File: src/rtl/program_loader_if.sv
// Host byte stream and instruction memory write bus of the program loader.
interface program_loader_if;
  logic        start;
  logic [7:0]  in_data;
  logic        in_valid;
  logic        in_ready;
  logic        mem_we;
  logic [31:0] mem_addr;
  logic [31:0] mem_wdata;
  logic        busy;
  logic        done;
  logic        error;
  logic        cpu_hold;

  // Host side: drives the byte stream, observes status and the memory bus.
  modport master (
    output start, in_data, in_valid,
    input  in_ready, mem_we, mem_addr, mem_wdata, busy, done, error, cpu_hold
  );

  // Loader side.
  modport slave (
    input  start, in_data, in_valid,
    output in_ready, mem_we, mem_addr, mem_wdata, busy, done, error, cpu_hold
  );
endinterface

File: src/rtl/program_loader.sv
// Loads a length-prefixed little-endian byte stream into instruction memory
// and keeps the core held in reset until a complete, valid image is present.
module program_loader #(
  parameter logic [31:0] BASE_ADDR = 32'h0000_0000,
  parameter int unsigned MAX_WORDS = 1024
) (
  input logic              clk,
  input logic              rst,
  program_loader_if.slave  bus
);

  typedef enum logic [2:0] {StIdle, StLenLo, StLenHi, StData, StWrite, StDone} state_e;

  state_e      state_q, state_d;
  logic [7:0]  len_lo_q;
  logic [15:0] count_q;
  logic [15:0] word_idx_q;
  logic [1:0]  byte_idx_q;
  logic [31:0] word_q;
  logic        error_q;

  logic        rdy;
  logic        accept;
  logic [15:0] len_full;
  logic        oversize;
  logic        last_word;

  assign rdy       = (state_q == StLenLo) || (state_q == StLenHi) || (state_q == StData);
  assign accept    = bus.in_valid && rdy;
  assign len_full  = {bus.in_data, len_lo_q};
  assign oversize  = 32'(len_full) > MAX_WORDS;
  assign last_word = (17'(word_idx_q) + 17'd1) == 17'(count_q);

  // State register.
  always_ff @(posedge clk) begin
    if (rst) state_q <= StIdle;
    else     state_q <= state_d;
  end

  // Next-state logic; start only matters when no load is running.
  always_comb begin
    state_d = state_q;
    unique case (state_q)
      StIdle, StDone: if (bus.start) state_d = StLenLo;
      StLenLo:        if (accept) state_d = StLenHi;
      StLenHi: begin
        if (accept) state_d = (len_full == 16'd0 || oversize) ? StDone : StData;
      end
      StData:         if (accept && byte_idx_q == 2'd3) state_d = StWrite;
      StWrite:        state_d = last_word ? StDone : StData;
      default:        state_d = StIdle;
    endcase
  end

  // Length capture, word assembly and write indexing.
  always_ff @(posedge clk) begin
    if (rst) begin
      len_lo_q   <= 8'd0;
      count_q    <= 16'd0;
      word_idx_q <= 16'd0;
      byte_idx_q <= 2'd0;
      word_q     <= 32'd0;
      error_q    <= 1'b0;
    end else begin
      unique case (state_q)
        StIdle, StDone: begin
          if (bus.start) begin
            error_q    <= 1'b0;
            word_idx_q <= 16'd0;
            byte_idx_q <= 2'd0;
          end
        end
        StLenLo: if (accept) len_lo_q <= bus.in_data;
        StLenHi: begin
          if (accept) begin
            count_q <= len_full;
            error_q <= oversize;
          end
        end
        StData: begin
          if (accept) begin
            word_q[{byte_idx_q, 3'b000} +: 8] <= bus.in_data;
            // Wraps to 0 on the 4th byte, ready for the next word.
            byte_idx_q <= byte_idx_q + 2'd1;
          end
        end
        StWrite: word_idx_q <= word_idx_q + 16'd1;
        default: ;
      endcase
    end
  end

  // Outputs; the memory bus is forced to zero outside the write cycle.
  always_comb begin
    bus.in_ready  = rdy;
    bus.mem_we    = 1'b0;
    bus.mem_addr  = 32'd0;
    bus.mem_wdata = 32'd0;
    bus.busy      = 1'b0;
    bus.done      = 1'b0;
    unique case (state_q)
      StLenLo, StLenHi, StData: bus.busy = 1'b1;
      StWrite: begin
        bus.busy      = 1'b1;
        bus.mem_we    = 1'b1;
        bus.mem_addr  = BASE_ADDR + {14'd0, word_idx_q, 2'b00};
        bus.mem_wdata = word_q;
      end
      StDone:  bus.done = 1'b1;
      default: ;
    endcase
    bus.error    = error_q;
    bus.cpu_hold = !((state_q == StDone) && !error_q);
  end

endmodule

File: src/flat_wrapper.sv
// flat-port wrapper written by rule: the top's interface ports become plain ports
module program_loader_flat 
#(
  parameter logic [31:0] BASE_ADDR = 32'h0000_0000,
  parameter int unsigned MAX_WORDS = 1024
)
  (clk, rst, bus_start, bus_in_data, bus_in_valid, bus_in_ready, bus_mem_we, bus_mem_addr, bus_mem_wdata, bus_busy, bus_done, bus_error, bus_cpu_hold);
  program_loader_if bus_i ();
  input logic clk;
  input logic rst;
  input wire logic [$bits(bus_i.start)-1:0] bus_start;
  input wire logic [$bits(bus_i.in_data)-1:0] bus_in_data;
  input wire logic [$bits(bus_i.in_valid)-1:0] bus_in_valid;
  output wire logic [$bits(bus_i.in_ready)-1:0] bus_in_ready;
  output wire logic [$bits(bus_i.mem_we)-1:0] bus_mem_we;
  output wire logic [$bits(bus_i.mem_addr)-1:0] bus_mem_addr;
  output wire logic [$bits(bus_i.mem_wdata)-1:0] bus_mem_wdata;
  output wire logic [$bits(bus_i.busy)-1:0] bus_busy;
  output wire logic [$bits(bus_i.done)-1:0] bus_done;
  output wire logic [$bits(bus_i.error)-1:0] bus_error;
  output wire logic [$bits(bus_i.cpu_hold)-1:0] bus_cpu_hold;
  assign bus_i.start = bus_start;
  assign bus_i.in_data = bus_in_data;
  assign bus_i.in_valid = bus_in_valid;
  assign bus_in_ready = bus_i.in_ready;
  assign bus_mem_we = bus_i.mem_we;
  assign bus_mem_addr = bus_i.mem_addr;
  assign bus_mem_wdata = bus_i.mem_wdata;
  assign bus_busy = bus_i.busy;
  assign bus_done = bus_i.done;
  assign bus_error = bus_i.error;
  assign bus_cpu_hold = bus_i.cpu_hold;
  program_loader #(.BASE_ADDR(BASE_ADDR), .MAX_WORDS(MAX_WORDS)) u_core (.clk(clk), .rst(rst), .bus(bus_i));
endmodule
File: config.mk
export PLATFORM = sky130hd
export DESIGN_NAME = program_loader_flat
export DESIGN_NICKNAME = d
export VERILOG_FILES = /design/src/rtl/program_loader_if.sv /design/src/rtl/program_loader.sv /design/src/flat_wrapper.sv
export SDC_FILE = /design/constraint.sdc
export NUM_CORES = 1
export LEC_CHECK = 0
export CAP_MARGIN = 30
export CORE_ASPECT_RATIO = 1.5
export CORE_MARGIN = 2
export CORE_UTILIZATION = 56
export CTS_CLUSTER_DIAMETER = 50
export CTS_CLUSTER_SIZE = 16
export DETAILED_ROUTE_END_ITERATION = 7
export GPL_TIMING_DRIVEN = 1
export PLACE_DENSITY = 0.86
export SETUP_SLACK_MARGIN = 0.2
export SLEW_MARGIN = 40
export SYNTH_ARGS = -nofsm -noshare
export SYNTH_HDL_FRONTEND = slang
export SYNTH_SLANG_ARGS = --single-unit
File: constraint.sdc
create_clock -name clk -period 5.4 [get_ports clk]
set_clock_uncertainty 0.05 [all_clocks]
set_input_delay 1.62 -clock clk [delete_from_list [all_inputs] [get_ports clk]]
set_output_delay 1.62 -clock clk [all_outputs]
set_load 0.01 [all_outputs]
### Yosys cells after proc, flatten, opt, wreduce, memory -nomap -nowiden

Cells that the tools add are included.

| operators by class | value |
|---|---|
| add/subtract/negate cells | 4 |
| magnitude comparators | 1 |
| equal/unequal tests | 12 |
| shifts and indexed selects | 2 |
| mux-type cells | 21 |
| reduce and logical (&&, ||, !) cells | 22 |

Operators with widths:

| cell | number |
|---|---|
| 32-bit bitwise mux | 1 |
| 32-bit 2-to-1 mux | 1 |
| 16-bit one-hot mux with 2 select lines | 1 |
| 8-bit by 7-bit variable shift with 32-bit output (first input constant) | 1 |
| 8-bit by 7-bit variable part select with 32-bit output | 1 |
| 18-bit 2-to-1 mux | 1 |
| 3-bit 2-to-1 mux | 6 |
| 16-bit by 1-bit adder with 17-bit output (second input constant) | 1 |
| 17-bit by 16-bit == test with 1-bit output | 1 |
| 16-bit by 1-bit adder with 16-bit output (second input constant) | 1 |
| 16-bit by 11-bit > comparator with 1-bit output (second input constant) | 1 |
| 16-bit logical NOT | 1 |
| 16-bit 2-to-1 mux | 1 |
| 3-bit one-hot mux with 5 select lines | 1 |
| 2-bit AND reduction | 4 |
| 5-bit negator with 7-bit output | 1 |
| 3-bit by 2-bit == test with 1-bit output (second input constant) | 2 |
| 3-bit == test (second input constant) | 2 |
| 2-bit by 1-bit != test with 1-bit output (second input constant) | 3 |
| 3-bit AND reduction | 2 |
| 2-bit nonzero test | 3 |
| 1-bit 2-to-1 mux | 5 |
| 2-bit 2-to-1 mux | 2 |
| 2-bit != test (second input constant) | 2 |
| 12 further kinds | 17 |

| word-level totals | value |
|---|---|
| register bits | 78 |
| bits of input ports | 12 |
| output and inout port bits | 70 |
| word-level logic and storage cells | 69 |

### Longest topological paths before layout

Gate-level depths: netlist (run 1).

| depth | value |
|---|---|
| depth in word-level cells | 7 |
| depth in mapped cells | 9 |
| gate-level depth less buffers | 7 |

### Worst setup path before layout (run 1)

No wires, ideal clock.

| path | value |
|---|---|
| path kind | register to output |
| from | register u_core.state_q[0] |
| to | output bus_mem_wdata[13] |
| arrival time | 1.364 ns |
| data required time | 3.730 ns |
| path slack | 2.366 ns |
| stages on the path, launching flop included | 6 |
| buffers on the path | 3 |
| path through | dfxtp_1 clkbuf_1 nor2_1 clkbuf_1 clkbuf_1 and3_1 |

| between the ends | value |
|---|---|
| longest elaborated chain between the ends | 2 |

RTL lines:

| element | line | RTL |
|---|---|---|
| start, declared | program_loader.sv:14 | `state_e state_q, state_d;` |
| start signal, assigned | program_loader.sv:36 | `if (rst) state_q <= StIdle;` |
| start signal, assigned | program_loader.sv:37 | `else state_q <= state_d;` |
| 3-bit == test | program_loader.sv:101 | `unique case (state_q)` |
| 32-bit 2-to-1 mux | program_loader.sv:101 |  |
| end, declared | flat_wrapper.sv:17 | `output wire logic [$bits(bus_i.mem_wdata)-1:0] bus_mem_wdata;` |

Every way passes these cells.

### Worst setup path after layout (run 1)

| path | value |
|---|---|
| from | register u_core.state_q[2] |
| to | output bus_cpu_hold |

| between the ends | value |
|---|---|
| longest elaborated chain between the ends | 3 |

RTL lines:

| element | line | RTL |
|---|---|---|
| 3-bit == test | program_loader.sv:113 | `bus.cpu_hold = !((state_q == StDone) && !error_q);` |
| 1-bit logical AND | program_loader.sv:113 |  |
| 1-bit logical NOT | program_loader.sv:113 |  |
| end, declared | flat_wrapper.sv:21 | `output wire logic [$bits(bus_i.cpu_hold)-1:0] bus_cpu_hold;` |

Every way passes these cells.

==> results.md, run 1 <==
- Run status: complete, no violations
- Core area: 7510 µm²
- CP Launch Type: flop
- Area growth from synthesis to final layout: 21.0%
- Share of final-layout standard cells stronger than drive strength 1: 5.42%
- Routed via count divided by cell count: 5.99
- Critical path data arrival time: 2.49 ns
- Number of diodes: 0
- Kind of end point of the critical path: primary output
- Worst EP required: 3.73 ns
- Setup bufs post-CTS: 0
- Path type of the worst min-delay path: flop to flop
- Worst r2r dst: u_core.state_q[1]$_SDFFE_PP0P_
- Start of the worst register-to-register path: u_core.word_idx_q[0]$_SDFFE_PP0P_
- GRT Resource Usage Total: 28.6%
- Area share of the largest cell type after synthesis: 36.3%
- Crit-path slowest cell: dfxtp_1
- Reg2reg setup slack: 2.29 ns
- First DRT Iteration DRCs: 292
- Met2 layer wire length in the routed design: 6150 µm
- Shortest period the worst path allows: 4.16 ns
- Final instance count without filler cells: 711
- Die Y: 111 µm
- DRT met1 WL: 4370 µm
- Drt pass-1 iters: 5
- Wire length of the first global-routing pass: 19200 µm
- Die ar.: 8410 µm²
- Maximum number of pins on one net before global-route repair: 51
- Leading cell types by total area after synthesis: dfxtp_1 (36%), a21oi_1 (8.2%), nand2_1 (7.6%)
- Number of cell rows: 39
- Power consumption: 0.00139 W
- Total power divided by cell area: 268 nW/µm²
- Static leakage: 1.92 nW
- Count of nets left with antenna violations after detail routing: 0
- Clock root cell: clkbuf_16
- Hold wc startpoint: u_core.word_q[20]$_SDFFE_PP0P_
- IO Count: 82
- Number of stages on the worst hold path: 2
- Die W: 75.5 µm
- List of cells traversed by the critical path: buf_4, nand2_1, or3_1, clkdlybuf4s50_1
- Met3 Routed Length: 638 µm
- # H-tree levels: 3
- Antenna violations before repair: 0
- Total number of vias: 4262
- Critical path fanouts, max: 37
- Achievable Freq: 240 MHz
- Relative slew slack: 48.7%
- Resize count post-CTS: 0
- Num CTS Buffers: 9
- Via count of the first global-routing pass: 4236
- Setup TNS: 0 ns
- Cell class contributing the biggest share of worst-path delay: buffers and inverters
- Total half-perimeter wirelength after legalization and detailed placement: 7820 µm
- Destination of the worst hold path: u_core.word_q[20]$_SDFFE_PP0P_
- Worst skew pair latency: 0.34 ns
- Combined flip-flop and latch cell area: 1560 µm²
- Most frequent cells after synthesis: nand2_1 (87), dfxtp_1 (78), a21oi_1 (70), and3_1 (48), nor2_1 (40)
- CTS tree: built
- Cell with the most instances after synthesis: nand2_1
- Highest ir drop seen on vdd: 0.190 mV
- Number of enable flip-flop cells after synthesis: 0
- Num Clock Sinks: 78
- CP Buf/Inv Count: 2
- Post-synth top area cell: dfxtp_1
- Total count of hold-check failures in the final report: 0
- Uppermost layer routed: met4
- Post-route DRC violation count: 0
- Count of nets after finishing: 623
- IO Port Bufs: 65
- Cell count after placement: 696
- Overflow left after global routing: 0
- Post-synthesis average cell area: 7.54 µm²
- Seq/Total Area, Yosys: 36.3%
- Critical Path Max Stage Delay: 0.77 ns
- Number of hold buffers added after CTS: 0
- Clk slew on worst S/H paths: 0.06 ns
- Detailed-route wire length per cell: 16.3 µm
- FILL cells: 622
- Unrepaired setup endpoints after global routing: no
- Effective utilization at floorplan: 57.2%
- Global placement routability congestion: 0.834
- Final setup viols: 0
- Number of cells produced by synthesis: 570
- Max Transition Viols Final: 0
- Part of the cycle the worst path needs: 77.0%
- Cell area after synthesis: 4300 µm²
- Area of the multi-input gates: 2490 µm²
- Worst-margin pin slew: 0.768 ns
- Prevailing post-synth register cell: dfxtp_1
- Longest Clk Path Bufs: 2
- Depth of the worst register-to-register path: 7
- Total Routed Length: 11600 µm
- Yosys synthesis warning count: 0
- Max capacitance violation total: 0
- Post-synth ARST share: 0%
- Synthesis-stage register bit count: 78
- Count of cell types in the netlist: 56
- Setup CP Type: flop to primary output
-- metrics by stage --
step	hold WS, ns	worst slack (ns)	utilization (%)	cell area (µm²)
floorplan	0.377	2.37	-	4350
global placement	0.384	1.55	64.8	4870
detailed placement	0.392	1.61	65.0	4880
CTS	0.401	1.25	69.0	5190
global route	0.426	1.09	69.2	5200
finish	0.404	1.24	69.2	5200
-- per-layer routing --
layer / track usage [%] / up-vias
li1: - / 2039
met2: 48.9 / 174
met4: 15.4 / 0
met5: 0 / -
met3: 5.09 / 39
met1: 32.3 / 2010
-- where the power goes --
| group | total [W] | leakage, nW | switching, W | internal, W |
|---|---|---|---|---|
| clock network | 0.000632 | 0.152 | 0.000233 | 0.000400 |
| logic | 0.000160 | 1.14 | 0.000107 | 0.0000531 |
| registers | 0.000603 | 0.629 | 0.0000164 | 0.000586 |
| total | 0.00139 | 1.92 | 0.000356 | 0.00104 |
-- worst min-delay path, cell delays in order (launching register included) --
cell and delay, ns:
dfxtp_1 0.31, nand2_1 0.05, a21oi_1 0.05
-- registers in the layout, summed over array words and instances (netlist names) --
register and cells:
u_core.word_q 32, u_core.count_q 16, u_core.word_idx_q 16, u_core.len_lo_q 8
u_core.state_q 3, u_core.byte_idx_q 2, u_core.bus.error 1
-- layout make-up --
class / instances / area share [%]
Tap cell: 102 / 2.45
Sequential cell: 78 / 30.0
Multi-Input combinational cell: 439 / 48.0
Clock inverter: 5 / 1.44
Clock buffer: 10 / 4.40
Timing Repair Buffer: 70 / 13.2
Inverter: 7 / 0.505
-- logic make-up after synthesis --
family	synth area share (%)
and+or+nand+nor	32.6
AOI/OAI and AO/OA	15.4
DFF	36.3
buffers and inverters	7.54
xor gates and xnor gates	3.46
muxes	2.82
adders and majority gates	1.75
other	0.0873
-- cells in the final DEF, fill, tap and decap left out, types with 5 or more instances in the layout --
cell	instances
a21oi_1	70
a311oi_1	5
a31oi_1	5
and2_1	6
and3_1	48
buf_4	6
clkbuf_16	9
clkdlybuf4s50_1	64
conb_1	16
dfxtp_1	78
ha_1	6
inv_1	7
mux2i_1	11
nand2_1	87
nand3_1	37
nand4_1	5
nor2_1	39
nor3_1	13
nor4_1	6
o21ai_0	17
xnor2_1	13
-- worst max-delay path by stage --
stage / slack (ns) / end / startpoint / depth (start not counted)
CTS: 1.25 / bus_cpu_hold / u_core.state_q[2]$_SDFFE_PP0P_ / 4
detailed placement: 1.61 / bus_cpu_hold / u_core.state_q[2]$_SDFFE_PP0P_ / 4
floorplan: 2.37 / bus_mem_wdata[13] / u_core.state_q[0]$_SDFFE_PP0P_ / 5
global route: 1.09 / bus_cpu_hold / u_core.state_q[2]$_SDFFE_PP0P_ / 4
finish: 1.24 / bus_cpu_hold / u_core.state_q[2]$_SDFFE_PP0P_ / 4
global placement: 1.55 / u_core.word_q[3]$_SDFFE_PP0P_ / bus_in_valid / 6
Note: power is estimated with default switching activity, not from simulation.
==> run 2, diff against run 1 <==
- CORE_UTILIZATION: 56 -> 47
- PLACE_DENSITY: 0.86 -> 0.77
- clock period: 5.4 -> 3.4 ns (I/O delays scaled with it)
==> run 2 against run 1 <==
  * Cell count up 3.4%
  * Clock power up 68%
  * Power up 65%
  * Critical endpoint is now bus_mem_addr[9]
  * Largest cell class unchanged
==> results.md, run 2 (synthesis results as in run 1) <==
- Run status: complete, no violations (unchanged)
- Placed inst area: 5020 µm² (was 4880 µm²)
- Crit-path slowest cell: dfxtp_1 (unchanged)
- GRT Resource Usage Total: 25.1% (was 28.6%)
- Max FFs per register: 32 (unchanged)
- Total Routed Length: 12000 µm (was 11600 µm)
- Unrepaired setup endpoints after global routing: no (unchanged)
- Number of diodes: 0 (unchanged)
- Number of cell rows: 42 (was 39)
- Core area: 8880 µm² (was 7510 µm²)
- Total number of vias: 4291 (was 4262)
- Share of final-layout standard cells stronger than drive strength 1: 8.00% (was 5.42%)
- Critical path data arrival time: 2.02 ns (was 2.49 ns)
- Overflow left after global routing: 0 (unchanged)
- Effective utilization at floorplan: 48.4% (was 57.2%)
- Num Clock Sinks: 78 (unchanged)
- Max Transition Viols Final: 0 (unchanged)
- Finished Cell Area: 5370 µm² (was 5200 µm²)
- Setup TNS: 0 ns (unchanged)
- List of cells traversed by the critical path: nand2_1, nor2_1, clkdlybuf4s50_1 (was buf_4, nand2_1, or3_1, clkdlybuf4s50_1)
- Number of hold buffers added after CTS: 0 (unchanged)
- Achievable Freq: 324 MHz
- Clk slew on worst S/H paths: 0.06 ns (about the same)
- CP Buf/Inv Count: 1 (was 2)
- Total count of hold-check failures in the final report: 0 (unchanged)
- Part of the cycle the worst path needs: 90.9%
- CP Launch Type: flop (unchanged)
- Cell class contributing the biggest share of worst-path delay: flip-flops (was buffers and inverters)
- Die ar.: 9940 µm² (was 8410 µm²)
- Critical Path Max Stage Delay: 0.59 ns (was 0.77 ns)
- Post-route DRC violation count: 0 (unchanged)
- Count of nets left with antenna violations after detail routing: 0 (unchanged)
- FILL cells: 794 (was 622)
- Worst skew pair latency: 0.34 ns (about the same)
- Drt pass-1 iters: 5 (unchanged)
- Shortest period the worst path allows: 3.09 ns
- Die Y: 121 µm (was 111 µm)
- Global placement routability congestion: 0.946 (was 0.834)
- Longest Clk Path Bufs: 2 (unchanged)
- Worst EP required: 2.33 ns (was 3.73 ns)
- Antenna violations before repair: 0 (unchanged)
- Final setup viols: 0 (unchanged)
- Wire length of the first global-routing pass: 19500 µm (was 19200 µm)
- Final hold slack: 0.399 ns (was 0.404 ns)
- Most common cell after layout, fill and taps aside: nand2_1 (unchanged)
- Resize count post-CTS: 0 (unchanged)
- IO Count: 82 (unchanged)
- Highest-count cells in the layout ignoring fill and taps: nand2_1 (87), dfxtp_1 (78), a21oi_1 (70) (unchanged)
- Maximum number of pins on one net before global-route repair: 34 (was 51)
- Total half-perimeter wirelength after legalization and detailed placement: 8670 µm (was 7820 µm)
- Max capacitance violation total: 0 (unchanged)
- CTS tree: built (unchanged)
- Largest registers: u_core.word_q: 32 flops, u_core.count_q: 16 flops, u_core.word_idx_q: 16 flops (unchanged)
- Setup CP Type: flop to primary output (unchanged)
- Num CTS Buffers: 9 (unchanged)
- Path type of the worst min-delay path: flop to flop (unchanged)
- Routed via count divided by cell count: 5.84 (was 5.99)
- Area growth from synthesis to final layout: 24.8% (was 21.0%)
- Highest ir drop seen on vdd: 0.327 mV (was 0.190 mV)
- Die W: 82.1 µm (was 75.5 µm)
- Register name with the most flops: u_core.word_q (unchanged)
- Static leakage: 2.01 nW (was 1.92 nW)
- IO Port Bufs: 65 (unchanged)
- First DRT Iteration DRCs: 261 (was 292)
- Total power divided by cell area: 429 nW/µm² (was 268 nW/µm²)
- # H-tree levels: 3 (unchanged)
- Via count of the first global-routing pass: 4101 (was 4236)
- Setup bufs post-CTS: 0 (unchanged)
- Detailed-route wire length per cell: 16.3 µm (about the same)
- Critical path fanouts, max: 14 (was 37)
- Kind of end point of the critical path: primary output (unchanged)
- Clock root cell: clkbuf_16 (unchanged)
- Count of nets after finishing: 638 (was 623)
- Layout Utilization: 60.4% (was 69.2%)
- Worst-margin pin slew: 0.797 ns (was 0.768 ns)
- Relative slew slack: 46.7% (was 48.7%)
run 2: changes by cell type in the layout (fill, tap and decap cells not counted), sizes merged:
cell,delta
clkinv,-1
inv,+1
buf,+15
clkinvlp,+1
run 2: per-layer routing:
metal / share of wire, % / global-route usage [%] / vias to the layer above
li1: - / - / 2070
met1: 39 / 27.8 / 2045
met2: 53 / 44.9 / 143
met3: 4.5 / 4.46 / 33
met4: 3.4 / 11.7 / 0
met5: 0 / 0 / -
run 2: through the flow:
step,power (W),std cells,setup WS (ns)
2_1_floorplan,0.00115,585,0.769
3_3_place_gp,0.00125,719,0.375
4_1_cts,0.00230,735,0.305
6_report,0.00230,735,0.310
5_1_grt,0.00238,735,0.208
3_5_place_dp,0.00126,719,0.412
run 2: worst paths after layout:
check	to	startpoint	slack, ns	cells after the start
setup / recovery	bus_mem_addr[9]	u_core.state_q[2]$_SDFFE_PP0P_	0.31	3
hold / removal	u_core.word_q[3]$_SDFFE_PP0P_	u_core.word_q[3]$_SDFFE_PP0P_	0.40	2
setup reg to reg	u_core.state_q[1]$_SDFFE_PP0P_	u_core.word_idx_q[8]$_SDFFE_PP0P_	0.52	6
hold reg to reg	u_core.word_q[3]$_SDFFE_PP0P_	u_core.word_q[3]$_SDFFE_PP0P_	0.40	2
run 2: final cells by class:
type	count	area, µm²	share of cell area [%]
Multi-Input combinational cell	439	2490	46.3
Sequential cell	78	1560	29.1
Timing Repair Buffer	85	821	15.3
Clock buffer	10	239	4.45
Tap cell	110	138	2.57
Clock inverter	6	93.8	1.75
Inverter	7	26.3	0.490
run 2: power breakdown:
group | internal (W) | switching (W)
sequential | 0.000931 | 0.0000207
combinational | 0.000107 | 0.000182
clock | 0.000668 | 0.000396
run 2: tightest hold or removal path, cell delays in order (launching register included):
cell	delay (ns)
dfxtp_1	0.30
nand2_1	0.05
a21oi_1	0.05
